--- src/rtl/mmio_bus_fabric_if.sv ---
// CPU data-bus and peripheral-channel bundle for mmio_bus_fabric.
// The fabric takes the slave view; the CPU/peripheral side takes the master view.
interface mmio_bus_fabric_if #(
    parameter int DATA_WIDTH = 8,
    parameter int ADDR_WIDTH = 8,
    parameter int NCH        = 4
);
    logic                      req;
    logic                      we;
    logic                      mmio;
    logic [ADDR_WIDTH-1:0]     addr;
    logic [DATA_WIDTH-1:0]     din;
    logic [DATA_WIDTH-1:0]     dout;
    logic                      ready;
    logic                      err;
    logic                      busy;
    logic [ADDR_WIDTH-1:0]     err_addr;
    logic [NCH-1:0]            ch_req;
    logic                      ch_we;
    logic [ADDR_WIDTH-1:0]     ch_addr;
    logic [DATA_WIDTH-1:0]     ch_wdata;
    logic [NCH*DATA_WIDTH-1:0] ch_rdata;
    logic [NCH-1:0]            ch_ack;

    modport master (
        output req, we, mmio, addr, din, ch_rdata, ch_ack,
        input  dout, ready, err, busy, err_addr, ch_req, ch_we, ch_addr, ch_wdata
    );

    modport slave (
        input  req, we, mmio, addr, din, ch_rdata, ch_ack,
        output dout, ready, err, busy, err_addr, ch_req, ch_we, ch_addr, ch_wdata
    );
endinterface

--- src/rtl/mmio_bus_fabric.sv ---
// CPU-side fabric: decodes a bus request into internal sync RAM or one of NCH
// req/ack peripheral channels, with a wait-state timeout and a sticky fault address.
module mmio_bus_fabric #(
    parameter int                          DATA_WIDTH = 8,
    parameter int                          ADDR_WIDTH = 8,
    parameter int                          NCH        = 4,
    parameter logic [NCH*ADDR_WIDTH-1:0]   CH_BASE    = {8'h11, 8'h10, 8'h00, 8'h00},
    parameter logic [NCH*ADDR_WIDTH-1:0]   CH_MASK    = {8'hFF, 8'hFF, 8'hF0, 8'h00},
    parameter int                          TIMEOUT    = 15
) (
    input  logic                   clk_i,
    input  logic                   rst_ni,
    mmio_bus_fabric_if.slave       bus
);
    typedef enum logic [1:0] {S_IDLE, S_RAM, S_WAIT, S_RESP} state_e;

    localparam int CW    = (TIMEOUT > 1) ? $clog2(TIMEOUT) : 1;
    localparam int DEPTH = 2 ** ADDR_WIDTH;

    state_e                  state_q, state_d;
    logic [CW-1:0]           cnt_q, cnt_d;
    logic [DATA_WIDTH-1:0]   dout_q, dout_d;
    logic                    ready_q, ready_d;
    logic                    err_q, err_d;
    logic                    busy_q, busy_d;
    logic [ADDR_WIDTH-1:0]   err_addr_q, err_addr_d;
    logic [NCH-1:0]          ch_req_q, ch_req_d;
    logic                    ch_we_q, ch_we_d;
    logic [ADDR_WIDTH-1:0]   ch_addr_q, ch_addr_d;
    logic [DATA_WIDTH-1:0]   ch_wdata_q, ch_wdata_d;
    logic                    ram_we_q, ram_we_d;

    logic [DATA_WIDTH-1:0]   mem [DEPTH];
    logic [DATA_WIDTH-1:0]   ram_rd_q;

    logic [NCH-1:0]          hit_s, sel_s;
    logic                    ack_s;
    logic [DATA_WIDTH-1:0]   rdata_s;
    logic [DATA_WIDTH-1:0]   ram_view_s;
    logic                    ram_acc_s;

    assign ram_acc_s  = (state_q == S_IDLE) & bus.req & ~bus.mmio;
    assign ram_view_s = ram_we_q ? '0 : ram_rd_q;

    // Window decode, lowest-index priority select and selected-channel return path.
    always_comb begin
        hit_s = '0;
        for (int k = 0; k < NCH; k++) begin
            hit_s[k] = bus.mmio &
                ((bus.addr & CH_MASK[k*ADDR_WIDTH +: ADDR_WIDTH]) == CH_BASE[k*ADDR_WIDTH +: ADDR_WIDTH]);
        end
        // two's-complement trick isolates the lowest set hit bit
        sel_s   = hit_s & (~hit_s + NCH'(1'b1));
        ack_s   = |(bus.ch_ack & ch_req_q);
        rdata_s = '0;
        for (int k = 0; k < NCH; k++) begin
            rdata_s = rdata_s | (bus.ch_rdata[k*DATA_WIDTH +: DATA_WIDTH] & {DATA_WIDTH{ch_req_q[k]}});
        end
    end

    // Next-state and next-output logic for the access FSM.
    always_comb begin
        state_d    = state_q;
        cnt_d      = cnt_q;
        dout_d     = dout_q;
        ready_d    = 1'b0;
        err_d      = err_q;
        err_addr_d = err_addr_q;
        ch_req_d   = ch_req_q;
        ch_we_d    = ch_we_q;
        ch_addr_d  = ch_addr_q;
        ch_wdata_d = ch_wdata_q;
        ram_we_d   = ram_we_q;
        case (state_q)
            S_IDLE: begin
                cnt_d = '0;
                if (ram_acc_s) begin
                    state_d  = S_RAM;
                    ready_d  = 1'b1;
                    err_d    = 1'b0;
                    ram_we_d = bus.we;
                end else if (bus.req && (|hit_s)) begin
                    state_d    = S_WAIT;
                    ch_req_d   = sel_s;
                    ch_we_d    = bus.we;
                    ch_addr_d  = bus.addr;
                    ch_wdata_d = bus.din;
                end else if (bus.req) begin
                    state_d    = S_RESP;
                    ready_d    = 1'b1;
                    err_d      = 1'b1;
                    err_addr_d = bus.addr;
                    dout_d     = '0;
                end else begin
                    state_d = S_IDLE;
                end
            end
            S_RAM: begin
                dout_d  = ram_view_s;
                state_d = S_IDLE;
            end
            S_WAIT: begin
                if (ack_s) begin
                    dout_d   = ch_we_q ? '0 : rdata_s;
                    err_d    = 1'b0;
                    ch_req_d = '0;
                    ready_d  = 1'b1;
                    state_d  = S_RESP;
                end else if (cnt_q == CW'(TIMEOUT - 1)) begin
                    dout_d     = '0;
                    err_d      = 1'b1;
                    err_addr_d = ch_addr_q;
                    ch_req_d   = '0;
                    ready_d    = 1'b1;
                    state_d    = S_RESP;
                end else begin
                    cnt_d = cnt_q + CW'(1'b1);
                end
            end
            S_RESP: begin
                cnt_d   = '0;
                state_d = S_IDLE;
            end
            default: begin
                state_d = S_IDLE;
            end
        endcase
        busy_d = (state_d != S_IDLE);
    end

    // State and output registers.
    always_ff @(posedge clk_i or negedge rst_ni) begin
        if (!rst_ni) begin
            state_q    <= S_IDLE;
            cnt_q      <= '0;
            dout_q     <= '0;
            ready_q    <= 1'b0;
            err_q      <= 1'b0;
            busy_q     <= 1'b0;
            err_addr_q <= '0;
            ch_req_q   <= '0;
            ch_we_q    <= 1'b0;
            ch_addr_q  <= '0;
            ch_wdata_q <= '0;
            ram_we_q   <= 1'b0;
        end else begin
            state_q    <= state_d;
            cnt_q      <= cnt_d;
            dout_q     <= dout_d;
            ready_q    <= ready_d;
            err_q      <= err_d;
            busy_q     <= busy_d;
            err_addr_q <= err_addr_d;
            ch_req_q   <= ch_req_d;
            ch_we_q    <= ch_we_d;
            ch_addr_q  <= ch_addr_d;
            ch_wdata_q <= ch_wdata_d;
            ram_we_q   <= ram_we_d;
        end
    end

    // Internal RAM: contents survive reset, read is synchronous.
    always_ff @(posedge clk_i) begin
        if (ram_acc_s && bus.we) begin
            mem[bus.addr] <= bus.din;
        end
        if (ram_acc_s && !bus.we) begin
            ram_rd_q <= mem[bus.addr];
        end
    end

    // The RAM word is only presented during its completion cycle, then held in dout_q.
    assign bus.dout     = (state_q == S_RAM) ? ram_view_s : dout_q;
    assign bus.ready    = ready_q;
    assign bus.err      = err_q;
    assign bus.busy     = busy_q;
    assign bus.err_addr = err_addr_q;
    assign bus.ch_req   = ch_req_q;
    assign bus.ch_we    = ch_we_q;
    assign bus.ch_addr  = ch_addr_q;
    assign bus.ch_wdata = ch_wdata_q;
endmodule

--- src/flat_wrapper.sv ---
// flat-port wrapper written by rule: the top's interface ports become plain ports
module mmio_bus_fabric_flat 
#(
    parameter int                          DATA_WIDTH = 8,
    parameter int                          ADDR_WIDTH = 8,
    parameter int                          NCH        = 4,
    parameter logic [NCH*ADDR_WIDTH-1:0]   CH_BASE    = {8'h11, 8'h10, 8'h00, 8'h00},
    parameter logic [NCH*ADDR_WIDTH-1:0]   CH_MASK    = {8'hFF, 8'hFF, 8'hF0, 8'h00},
    parameter int                          TIMEOUT    = 15
)
  (clk_i, rst_ni, bus_req, bus_we, bus_mmio, bus_addr, bus_din, bus_ch_rdata, bus_ch_ack, bus_dout, bus_ready, bus_err, bus_busy, bus_err_addr, bus_ch_req, bus_ch_we, bus_ch_addr, bus_ch_wdata);
  mmio_bus_fabric_if #(.DATA_WIDTH(DATA_WIDTH), .ADDR_WIDTH(ADDR_WIDTH), .NCH(NCH)) bus_i ();
  input  logic clk_i;
  input  logic rst_ni;
  input wire logic [$bits(bus_i.req)-1:0] bus_req;
  input wire logic [$bits(bus_i.we)-1:0] bus_we;
  input wire logic [$bits(bus_i.mmio)-1:0] bus_mmio;
  input wire logic [$bits(bus_i.addr)-1:0] bus_addr;
  input wire logic [$bits(bus_i.din)-1:0] bus_din;
  input wire logic [$bits(bus_i.ch_rdata)-1:0] bus_ch_rdata;
  input wire logic [$bits(bus_i.ch_ack)-1:0] bus_ch_ack;
  output wire logic [$bits(bus_i.dout)-1:0] bus_dout;
  output wire logic [$bits(bus_i.ready)-1:0] bus_ready;
  output wire logic [$bits(bus_i.err)-1:0] bus_err;
  output wire logic [$bits(bus_i.busy)-1:0] bus_busy;
  output wire logic [$bits(bus_i.err_addr)-1:0] bus_err_addr;
  output wire logic [$bits(bus_i.ch_req)-1:0] bus_ch_req;
  output wire logic [$bits(bus_i.ch_we)-1:0] bus_ch_we;
  output wire logic [$bits(bus_i.ch_addr)-1:0] bus_ch_addr;
  output wire logic [$bits(bus_i.ch_wdata)-1:0] bus_ch_wdata;
  assign bus_i.req = bus_req;
  assign bus_i.we = bus_we;
  assign bus_i.mmio = bus_mmio;
  assign bus_i.addr = bus_addr;
  assign bus_i.din = bus_din;
  assign bus_i.ch_rdata = bus_ch_rdata;
  assign bus_i.ch_ack = bus_ch_ack;
  assign bus_dout = bus_i.dout;
  assign bus_ready = bus_i.ready;
  assign bus_err = bus_i.err;
  assign bus_busy = bus_i.busy;
  assign bus_err_addr = bus_i.err_addr;
  assign bus_ch_req = bus_i.ch_req;
  assign bus_ch_we = bus_i.ch_we;
  assign bus_ch_addr = bus_i.ch_addr;
  assign bus_ch_wdata = bus_i.ch_wdata;
  mmio_bus_fabric #(.DATA_WIDTH(DATA_WIDTH), .ADDR_WIDTH(ADDR_WIDTH), .NCH(NCH), .CH_BASE(CH_BASE), .CH_MASK(CH_MASK), .TIMEOUT(TIMEOUT)) u_core (.clk_i(clk_i), .rst_ni(rst_ni), .bus(bus_i));
endmodule
--- config.mk ---
export PLATFORM = sky130hd
export DESIGN_NAME = mmio_bus_fabric_flat
export DESIGN_NICKNAME = d
export VERILOG_FILES = /design/src/rtl/mmio_bus_fabric_if.sv /design/src/rtl/mmio_bus_fabric.sv /design/src/flat_wrapper.sv
export SDC_FILE = /design/constraint.sdc
export NUM_CORES = 2
export LEC_CHECK = 0
export BUFFER_PORTS_ARGS = -buffer_cell sky130_fd_sc_hd__buf_2
export CAP_MARGIN = 20
export CORE_MARGIN = 1
export CORE_UTILIZATION = 55
export CTS_CLUSTER_SIZE = 12
export DETAILED_ROUTE_END_ITERATION = 10
export PLACE_DENSITY = 0.71
export SLEW_MARGIN = 20
export SYNTH_ARGS = -nofsm -noshare
export SYNTH_HDL_FRONTEND = slang
export SYNTH_SLANG_ARGS = --single-unit
export TNS_END_PERCENT = 100
--- constraint.sdc ---
create_clock -name clk_i -period 3.55 [get_ports clk_i]
set_clock_uncertainty 0.05 [all_clocks]
set_input_delay 0.5325 -clock clk_i [delete_from_list [all_inputs] [get_ports clk_i]]
set_output_delay 0.5325 -clock clk_i [all_outputs]
set_load 0.03 [all_outputs]
# Word-level counts from Yosys, hierarchy flattened
# Memory sizes are Yosys's and may differ from the RTL's. A register that Yosys moved wholly into a read port is not among the register bits.
# Index checks and enable logic that the tools add are counted.
[word_totals]
memories = 1
mem_bits_rw = 2048
wordCells = 112
output_inout_bits = 40
in_bits = 57
register_bits = 47
[op_classes]
add_sub_neg = 2
n_reduce_logical = 21
mux = 43
bitwise_logic = 17
eq_ne = 16
[memory_table]
columns = ["name", "depth", "width", "rd", "rd_clocked_by_memory_dff", "wr", "line_no", "source"]
rows = [
  ["u_core.mem", 256, 8, 1, 1, 1, "mmio_bus_fabric.sv:33", "logic [DATA_WIDTH-1:0] mem [DEPTH];"],
]
[ops]
columns = ["op", "count"]
rows = [
  ["$mux 8", 13],
  ["$and 8x8->8", 4],
  ["$mux 4", 6],
  ["$or 8x8->8", 3],
  ["$pmux 8 s3", 1],
  ["$eq 8x5->1 const B", 2],
  ["$pmux 4 s2", 2],
  ["$pmux 8 s2", 1],
  ["$mux 1", 12],
  ["$ne 2x2->1 const B", 6],
  ["$mux 2", 5],
  ["$add 4x1->4 const B", 2],
  ["$and 4x4->4", 2],
  ["$logic_not 8->1", 1],
  ["$reduce_and 4->1", 2],
  ["$reduce_or 4->1", 2],
  ["$ne 3x2->1 const B", 2],
  ["$pmux 2 s3", 1],
  ["$reduce_and 3->1", 2],
  ["$reduce_and 6->1", 1],
  ["$reduce_bool 2->1", 3],
  ["$and 1x1->1", 5],
  ["$reduce_and 5->1", 1],
  ["$eq 2x2->1 const B", 2],
  ["other kinds (13)", 18],
]

# Logic depth before layout (Yosys ltp)
[depth]
depth_word = 8
ltp_mapped = 9

# Least setup slack after synthesis
# No wires, ideal clock.
[synth_timing]
kind = "in2reg"
startpoint = "input bus_addr[1]"
endpoint = "memory u_core.mem[114][0] (enable)"
setup_ns = 0.370
t_required_ns = 3.130
slack_ns = 0.771
t_arrival_ns = 2.358
cell_stages = 8
path_buffers = 5
path_cell_list = "buf_2 -> buf_2 -> buf_2 -> buf_4 -> nor3b_1 -> nand2_1 -> clkbuf_1 -> nor2_1"
[synth_rtl]
columns = ["item", "line_no", "source"]
rows = [
  ["start: declaration", "flat_wrapper.sv:18", "input wire logic [$bits(bus_i.addr)-1:0] bus_addr;"],
  ["end: declaration", "mmio_bus_fabric.sv:33", ""],
]
# Straight into the memory's write port.

==> out/summary.txt <==
Setup violations, final -> 0
Worst Setup SP -> bus_addr[0]
Synth top cells by count -> edfxtp_1, mux4_2, a22oi_1, nor2_1, clkbuf_1
Required @ worst endpoint -> 4030 ps
Crit Reg-Reg Endpoint -> u_core.mem[169][1]
num ports -> 97
fraction of synthesized cell area taken by the top area cell type -> 76.5%
port bufs -> 96
largest buffer count on any clock path -> 3
drt initial violations -> 5103
Least-Margin Pin Slew -> 1200 ps
Yosys cell types -> 39
gr busiest metal -> met2
Hold Path Sink -> u_core.bus.ch_addr[2]
Gate Count Post-Synth -> 3763
RR Startpoint -> u_core.state_q[0]
gr ovfl total -> 0
post_cts resized -> 0
Max-Cap Viols -> 0
PD cells -> 542 nW/um^2
GRT met1 Usage -> 37.9%
die width -> 385 um
M2 GR Usage -> 41.7%
post-synthesis sequential area ratio -> 77.9%
hold path start -> bus_addr[2]
DR WL/cell -> 30.5 um
via/cell ratio -> 6.48
clk root buf -> clkbuf_16
CTS H-Tree Depth -> 4
run status -> complete, no violations
YS warnings -> 0
antenna violations before repair -> 2
Clock transition at path regs -> 60 ps
Rows -> 140
CP Max Fanout -> 24
pins over their slew limit -> 0
largest net degree at the start of global routing -> 115
Peak VDD IR -> 0.508 mV
Tcrit/Tclk final -> 91.0%
fmax -> 0.309 GHz
Final min period -> 3230 ps
Reg2Reg Setup Slack -> 370 ps
fraction of layout cells with a size suffix above 1 -> 31.4%
Worst Setup Path Type -> in -> reg
total CTS buffers -> 203
DP Worst Slack -> -434 ps
Die Y -> 385 um
RD Place Congestion -> 0.860
grt met3 use -> 5.35%
worst hold path type -> in -> reg
initial core utilization -> 55.4%
synthesis-stage register bit count -> 2103
final wirelength -> 194 mm
Max transition margin -> 18.8%
number of routed nets with antenna violations -> 0
Critical Path End Type -> register
CTS Sinks -> 2103
Syn Std Cell Area -> 80700 um^2
Layout Nets -> 4402
Leakage -> 29.7 nW
CTS tree -> built
crit start category -> primary input
Final WS setup -> 318 ps
Worst-Skew Late Latency -> 820 ps
Layout area overhead -> 15.2%
gr usage total -> 26.5%
CORE AREA -> 146000 um^2
ys async rst share -> 2.23%
RSZ-0062 raised after global routing -> false
Post-route DRC -> 0
CP arrival -> 3710 ps
post-synth top area cell -> edfxtp_1
Avg Inst Size Synth -> 21.5 um^2
Worst Hold Slack -> 61.6 ps
reg2reg path depth -> 10
final hold vios -> 0
most frequent cell after synthesis -> edfxtp_1
number of global-route vias before repair -> 41300
Pre-antenna DRT Iters -> 5
ys flop type -> edfxtp_1
Post-synth EDFFs -> 2056
Syn Nets -> 3826
detailed-route via count -> 41200
worst hold stages -> 2
first-pass GRT wire length -> 282 mm
top cells by area, synth -> edfxtp_1, mux4_2, a22oi_1
die area -> 148000 um^2
DPL Wire Length -> 119 mm
==> cells in the final DEF, fill, tap and decap left out, types with 3 or more instances in the layout <==
cell / Yosys / final
mux2i_1: 9 / 9
buf_2: 42 / 86
edfxtp_1: 2056 / 2056
dfrtp_1: 47 / 47
buf_4: 5 / 459
clkbuf_1: 153 / 55
ha_1: 6 / 6
inv_1: 12 / 12
and2_1: 5 / 4
clkinv_1: 0 / 20
o21ai_0: 25 / 25
mux2_2: 17 / 17
clkinv_2: 0 / 8
nand2_1: 71 / 55
nand2_2: 0 / 16
clkbuf_8: 0 / 4
nor2b_1: 9 / 7
nand4_1: 9 / 9
nand3_1: 8 / 8
mux4_2: 512 / 512
buf_12: 0 / 50
a22oi_1: 273 / 273
nor2_1: 269 / 268
clkinv_8: 0 / 3
o41ai_2: 0 / 4
o41ai_1: 32 / 28
clkbuf_16: 0 / 207
inv_6: 0 / 3
nand2b_1: 4 / 3
a21oi_1: 129 / 128
nor3_1: 4 / 4
a22o_1: 3 / 3
a31oi_1: 8 / 8
dlygate4sd3_1: 0 / 4
buf_8: 0 / 9
==> power breakdown <==
| group | total [mW] | internal [mW] | switching (mW) | leakage [nW] |
|---|---|---|---|---|
| Sequential | 27.6 | 27.4 | 0.140 | 19.1 |
| Combinational | 3.50 | 1.28 | 2.22 | 7.86 |
| Clock | 19.3 | 10.7 | 8.66 | 2.79 |
==> stage by stage <==
stage | util [%] | std cells | power [mW] | area [um^2] | setup TNS [ps]
final | 63.8 | 6357 | 50.4 | 93000 | 0
after global routing | 63.8 | 6356 | 51.7 | 93000 | 0
after CTS | 63.8 | 6356 | 50.7 | 93000 | 0
after detailed placement | 59.8 | 6047 | 31.6 | 87200 | -1290
after global placement | 59.8 | 6044 | 31.5 | 87100 | -3590
after floorplan | - | 3763 | 30.1 | 80700 | 0
==> flip-flops by register name, summed over array words and instances (netlist names), 2 cells and up <==
name                 flops
u_core.mem            2048
u_core.bus.ch_addr       8
u_core.bus.ch_wdata      8
u_core.bus.err_addr      8
u_core.dout_q            8
u_core.ram_rd_q          8
u_core.bus.ch_req        4
u_core.cnt_q             4
u_core.state_q           2
==> metal layers <==
metal	vias to the layer above	wire, um
li1	16900	-
met1	21800	75800
met2	2211	93600
met3	317	18600
met4	4	5830
met5	-	25
==> worst max-delay path, stage by stage <==
cell	delay, ps
buf_8	350
buf_12	250
buf_12	180
mux4_2	520
a22oi_1	380
a21oi_1	230
o41ai_1	790
buf_4	290
nand4_1	100
==> final cells by class <==
type                            count  area, um^2
Timing Repair Buffer              609        5070
Clock inverter                     40         329
Tap cell                         1917        2400
Sequential cell                  2103       62900
Antenna cell                        1        2.50
Inverter                           12        45.0
Multi-Input combinational cell   1410       16800
Fill cell                        9512       52800
Clock buffer                      265        5430
==> repair_timing <==
action | in CTS | in global routing
buffers inserted | 0 | 0
hold buffers | 4 | 0
hold endpoints to repair | 50 | 0
==> kinds of logic (layout without fill, tap and decap cells) <==
kind of cell	after synthesis	after routing	synth area share, %
flip-flops	2103	2103	77.9
multiplexers	538	538	14.6
AO/OA/AOI/OAI	476	476	4.00
AND/OR/NAND/NOR	390	390	1.96
buffers and inverters	250	926	1.39
adder cells (fa/ha/maj)	6	6	0.0930
other	0	1	0
==> worst max path at each step <==
stage	endpoint	slack [ps]
floorplan	u_core.mem[114][0]	770
detailed placement	u_core.ram_rd_q[7]	-430
CTS	bus_dout[0]	280
global route	bus_dout[0]	130
global placement	u_core.ram_rd_q[0]	-940
finish	u_core.ram_rd_q[7]	320
(Power assumes the default switching activity.)
